<file path="src/rtl/pipe_stage_reg_if.sv">
// pipe_stage_reg_if: handshake, payload, control and sideband bundle.
// slave = stage side, master = upstream/downstream driver side.
interface pipe_stage_reg_if #(
   parameter int DATA_W = 64,
   parameter int SIDE_W = 32
);
   logic              in_valid;
   logic              in_ready;
   logic [DATA_W-1:0] in_data;
   logic              out_valid;
   logic              out_ready;
   logic [DATA_W-1:0] out_data;
   logic              flush;
   logic              bubble;
   logic [SIDE_W-1:0] side_in;
   logic [SIDE_W-1:0] side_out;
   logic [1:0]        occupancy;

   modport slave (
      input  in_valid, in_data, out_ready,
      input  flush, bubble, side_in,
      output in_ready, out_valid, out_data,
      output side_out, occupancy
   );

   modport master (
      output in_valid, in_data, out_ready,
      output flush, bubble, side_in,
      input  in_ready, out_valid, out_data,
      input  side_out, occupancy
   );
endinterface

</file>
<file path="src/rtl/pipe_stage_reg.sv">
// pipe_stage_reg: valid/ready pipeline register, optional 2-entry skid,
// flush, bubble, free-running sideband. Ports: clk, cpurst_n, io (slave).
module pipe_stage_reg #(
   parameter int DATA_W       = 64,
   parameter int SIDE_W       = 32,
   parameter bit SKID         = 1'b1,
   parameter bit ZERO_INVALID = 1'b1
) (
   input  logic            clk,
   input  logic            cpurst_n,
   pipe_stage_reg_if.slave io
);

   logic              vld_q, vld_d;
   logic              skv_q, skv_d;
   logic              rdy_q;
   logic [DATA_W-1:0] dat_q, dat_d;
   logic [DATA_W-1:0] skd_q, skd_d;
   logic [SIDE_W-1:0] side_q;
   logic              acc, otx;

   // rdy_q is 0 in reset; with a skid it also carries !skid_full,
   // so in_ready never sees out_ready combinationally.
   assign io.in_ready = rdy_q & ~io.bubble
                      & (SKID | ~vld_q | io.out_ready);

   assign acc = io.in_valid & io.in_ready & ~io.flush;
   assign otx = vld_q & io.out_ready;

   always_comb begin
      vld_d = vld_q;
      skv_d = skv_q;
      dat_d = dat_q;
      skd_d = skd_q;
      priority case (1'b1)
         io.flush: begin
            vld_d = 1'b0;
            skv_d = 1'b0;
            if (ZERO_INVALID) dat_d = '0;
         end
         skv_q: begin
            // full: no input possible, only a drain refill
            if (otx) begin
               dat_d = skd_q;
               skv_d = 1'b0;
            end
         end
         acc: begin
            if (!vld_q || io.out_ready) begin
               dat_d = io.in_data;
               vld_d = 1'b1;
            end else begin
               skd_d = io.in_data;
               skv_d = 1'b1;
            end
         end
         otx: begin
            vld_d = 1'b0;
            if (ZERO_INVALID) dat_d = '0;
         end
         default: ;
      endcase
      if (!SKID) skv_d = 1'b0;
   end

   always_ff @(posedge clk or negedge cpurst_n) begin
      if (!cpurst_n) begin
         vld_q  <= 1'b0;
         skv_q  <= 1'b0;
         rdy_q  <= 1'b0;
         dat_q  <= '0;
         skd_q  <= '0;
         side_q <= '0;
      end else begin
         vld_q  <= vld_d;
         skv_q  <= skv_d;
         rdy_q  <= SKID ? ~skv_d : 1'b1;
         dat_q  <= dat_d;
         skd_q  <= skd_d;
         side_q <= io.side_in;
      end
   end

   assign io.out_valid = vld_q;
   assign io.out_data  = dat_q;
   assign io.side_out  = side_q;
   // skid full implies main full
   assign io.occupancy = {skv_q, vld_q & ~skv_q};

endmodule

</file>
<file path="src/flat_wrapper.sv">
// flat-port wrapper written by rule: the top's interface ports become plain ports
module pipe_stage_reg_flat 
#(
   parameter int DATA_W       = 64,
   parameter int SIDE_W       = 32,
   parameter bit SKID         = 1'b1,
   parameter bit ZERO_INVALID = 1'b1
)
  (clk, cpurst_n, io_in_valid, io_in_data, io_out_ready, io_flush, io_bubble, io_side_in, io_in_ready, io_out_valid, io_out_data, io_side_out, io_occupancy);
  pipe_stage_reg_if #(.DATA_W(DATA_W), .SIDE_W(SIDE_W)) io_i ();
  input  logic clk;
  input  logic cpurst_n;
  input wire logic [$bits(io_i.in_valid)-1:0] io_in_valid;
  input wire logic [$bits(io_i.in_data)-1:0] io_in_data;
  input wire logic [$bits(io_i.out_ready)-1:0] io_out_ready;
  input wire logic [$bits(io_i.flush)-1:0] io_flush;
  input wire logic [$bits(io_i.bubble)-1:0] io_bubble;
  input wire logic [$bits(io_i.side_in)-1:0] io_side_in;
  output wire logic [$bits(io_i.in_ready)-1:0] io_in_ready;
  output wire logic [$bits(io_i.out_valid)-1:0] io_out_valid;
  output wire logic [$bits(io_i.out_data)-1:0] io_out_data;
  output wire logic [$bits(io_i.side_out)-1:0] io_side_out;
  output wire logic [$bits(io_i.occupancy)-1:0] io_occupancy;
  assign io_i.in_valid = io_in_valid;
  assign io_i.in_data = io_in_data;
  assign io_i.out_ready = io_out_ready;
  assign io_i.flush = io_flush;
  assign io_i.bubble = io_bubble;
  assign io_i.side_in = io_side_in;
  assign io_in_ready = io_i.in_ready;
  assign io_out_valid = io_i.out_valid;
  assign io_out_data = io_i.out_data;
  assign io_side_out = io_i.side_out;
  assign io_occupancy = io_i.occupancy;
  pipe_stage_reg #(.DATA_W(DATA_W), .SIDE_W(SIDE_W), .SKID(SKID), .ZERO_INVALID(ZERO_INVALID)) u_core (.clk(clk), .cpurst_n(cpurst_n), .io(io_i));
endmodule
</file>
<file path="config.mk">
export PLATFORM = sky130hd
export DESIGN_NAME = pipe_stage_reg_flat
export DESIGN_NICKNAME = d
export VERILOG_FILES = /design/src/rtl/pipe_stage_reg_if.sv /design/src/rtl/pipe_stage_reg.sv /design/src/flat_wrapper.sv
export SDC_FILE = /design/constraint.sdc
export NUM_CORES = 1
export LEC_CHECK = 0
export ABC_AREA = 1
export ABC_CLOCK_PERIOD_IN_PS = 1300
export CORE_MARGIN = 5
export CORE_UTILIZATION = 43
export CTS_CLUSTER_DIAMETER = 40
export DETAILED_ROUTE_END_ITERATION = 7
export GPL_TIMING_DRIVEN = 0
export PLACE_DENSITY = 0.76
export REMOVE_ABC_BUFFERS = 1
export SLEW_MARGIN = 20
export SYNTH_ARGS = -nofsm -noshare
export SYNTH_HDL_FRONTEND = slang
export SYNTH_SLANG_ARGS = --single-unit
export TNS_END_PERCENT = 1
</file>
<file path="constraint.sdc">
create_clock -name clk -period 1.3 [get_ports clk]
set_input_delay 0.26 -clock clk [delete_from_list [all_inputs] [get_ports clk]]
set_output_delay 0.26 -clock clk [all_outputs]
set_load 0.05 [all_outputs]
</file>
==> metrics.txt, run 1 <==
NetSw=between 3 and 4 mW; wire per inst=21.1 um; crit-path max FO=5; Final Cycle Share=1.31; share of power burned in registers=0.421; status=complete, but fails checks; reg2reg path depth=9; Initial DRC Count=approximately 600; PwrDens=approximately 1300 nW/um2; clk slew on worst S/H paths=about 60 ps; Bufs and invs on worst path=4; Sink Count=between 150 and 200; CP Launch Type=register; crit-path cells=nand2_4 -> nor2_4 -> clkbuf_16 -> buf_16 -> buf_8 -> nand3_4 -> buf_12 -> nand2_2 -> o21ai_1; Hold Crit Class=input pin to register; final core area utilization=0.719; Post-Synth Adder-Cell Area=0; top cell type's share of synthesized area=0.606; share of layout cells above drive strength 1=0.294; critical path depth in cells=9; # setup viols final=165; hold depth=1; num rows=45; DRC Markers=0; Design Area, Final=between 10000 and 15000 um2; synth warn=0; total grt overflow=0; CTS root buf=clkbuf_16; # H-tree levels=4; simple-gate share of the synthesized area=0.295; Area contributors post-synth=dfrtp_1 61%, nand2_1 18%, nand3_1 9.7%, o21ai_0 2.7%, o21ai_1 2.2%; Vias/cell=between 5 and 6; leakage power=~5.4 nW; worst-skew pair later-pin latency=around 420 ps; violated checks=negative setup slack; max incr delay on CP=roughly 440 ps; Sw Ratio=0.274; cells after synthesis=around 760; Core Area=15300 um2; post-DP HPWL=between 10000 and 15000 um; Setup Skew=~6.3 ps; post-synthesis mux area share=0; flops & latches, synth=around 160; DRT Pass-1 Iters=5; Die Y=approximately 140 um; largest family of logic cells by synthesized area=simple AND/OR/NAND/NOR gates; initial antenna violation count=0; Synth area leader=dfrtp_1; critical path arrival=2000 ps; Max IR drop VDD=between 800 and 900 uV; fmax=between 500 and 600 MHz; slowest stage cell, crit path=dfrtp_1; mapped cell area=6730 um2; Hold Vio Cnt, Final=0; worst setup margin=-408 ps; Seq/Total Area, Yosys=0.606; ANT cells=0; Mapped Avg Cell Area=around 9 um2; vias in the first global route=6459; ANT nets after route=0; NumNets Final=around 1100; pre-CTS setup slack=-2180 ps; Relative slew margins=0.704; max-slew violation count=0; Critical Path End Type=register; CP delay by family, top=buffers and inverters; Starting Density=0.441; Synth Area in Compound Gates=0.0491; internal cell power=10.2 mW; RSZ-0062 raised after global routing=true; Cell variety after synth=17; first-pass GRT wire length=around 37000 um; critical path class=register to register; critical path required time=1600 ps; I/O pin count=a little over 200; Post-Route WL=25900 um; die area=~18000 um2; # Max-Cap Violations=0; via count=6721; Post-Synth XOR/XNOR Area=0; Final min period=1710 ps; combinational share of power=0.179; pin count of the biggest net entering global routing=about 90; most common cell after layout, fill and taps aside=nand2_1; area post-placement=about 8900 um2; Synth-to-Final Area Change=63.0%; clock tree buffer depth=2; CTS buffer count=17; Worst-Margin Slew=444 ps; chip width=135 um; CTS tree=built; PortBufs=about 200; clock share of power=0.400; most frequent cells in the layout=282 x nand2_1, 162 x dfrtp_1, 114 x nand3_1, 97 x clkdlybuf4s50_1, 63 x buf_4; Overall Global Routing Usage=0.267; GPL Wtd Cong=0.765
## power by group through the flow
stage               clock network (mW)  logic (mW)  registers [mW]
floorplan                            0       0.613            6.28
global placement                     0        1.80            5.94
detailed placement                   0        1.89            5.95
CTS                               5.66        2.32            5.86
global route                      5.92        2.69            5.97
finish                            5.62        2.52            5.92
## cells in the mapped netlist, drive strengths merged
cell type,instances
buf,32
nor2,7
clkbuf,22
inv,8
nand3,135
o21ai,66
nand2,325
dfrtp,163
## cell families after synthesis
group                  count (synthesis)
flip-flops                           163
AO/OA/AOI/OAI                         66
AND/OR/NAND/NOR                      467
buffers and inverters                 62
## sequential cells by signal (all words and copies together) (netlist names)
signal and flops:
u_core.skd_q 64, u_core.io.out_valid 1, u_core.rdy_q 1, u_core.io.side_out 32
u_core.skv_q 1, u_core.io.out_data 64
## per-layer routing
metal	wire length [um]	vias up	GRT usage
met5	0	-	0
met4	654	0	0.106
met3	3080	51	0.0828
met2	12000	443	0.411
met1	10200	3243	0.353
li1	-	2984	-
## cell type report
type	count	area (um2)
fill	1076	4290
sequential	163	4080
timing repair buffer	271	3090
multi-input combinational	541	2740
clock buffer	20	457
tap	211	264
clock inverter	12	204
inverter	8	88.8
timing repair inverter	5	43.8
## path summary, 6_finish.rpt
kind	from	slack, ps	endpoint
setup / recovery	u_core.rdy_q	-410	u_core.skd_q[51]
hold / removal	io_side_in[24]	270	u_core.io.side_out[24]
setup reg to reg	u_core.rdy_q	-410	u_core.skd_q[51]
hold reg to reg	u_core.io.out_data[46]	480	u_core.io.out_data[46]
max in group asynchronous	cpurst_n	150	u_core.skv_q
min in group asynchronous	cpurst_n	370	u_core.io.out_data[25]
## per-stage QoR
stage	cells	hold WS (ps)	TNS [ps]	power, mW
after floorplan	704	-35.6	-305530	6.89
final	1231	267	-47050	14.1
after detailed placement	1122	281	-277450	7.84
after CTS	1218	257	-39280	13.8
after global routing	1231	251	-53860	14.6
after global placement	1116	461	-1656170	7.74
## repair_timing
| action | in CTS | in global routing |
|---|---|---|
| gates resized for setup | 463 | 257 |
| cloned | 18 | 10 |
| pin swaps | 13 | 19 |
| hold endpoints to repair | 76 | 0 |
| setup endpoints to repair | 231 | 302 |
| hold buffers | 1 | 0 |
| buffers inserted | 45 | 4 |
(Power assumes the default switching activity.)
==> run 2: changes to the inputs <==
--- a/config.mk
+++ b/config.mk
@@ -9,7 +9,7 @@
 export ABC_CLOCK_PERIOD_IN_PS = 1300
 export CORE_MARGIN = 5
 export CORE_UTILIZATION = 43
-export CTS_CLUSTER_DIAMETER = 40
+export CTS_CLUSTER_DIAMETER = 200
 export DETAILED_ROUTE_END_ITERATION = 7
 export GPL_TIMING_DRIVEN = 0
 export PLACE_DENSITY = 0.76
==> results of run 2 <==
Same layout as run 1: the final DEF is identical, and so are final timing and power.
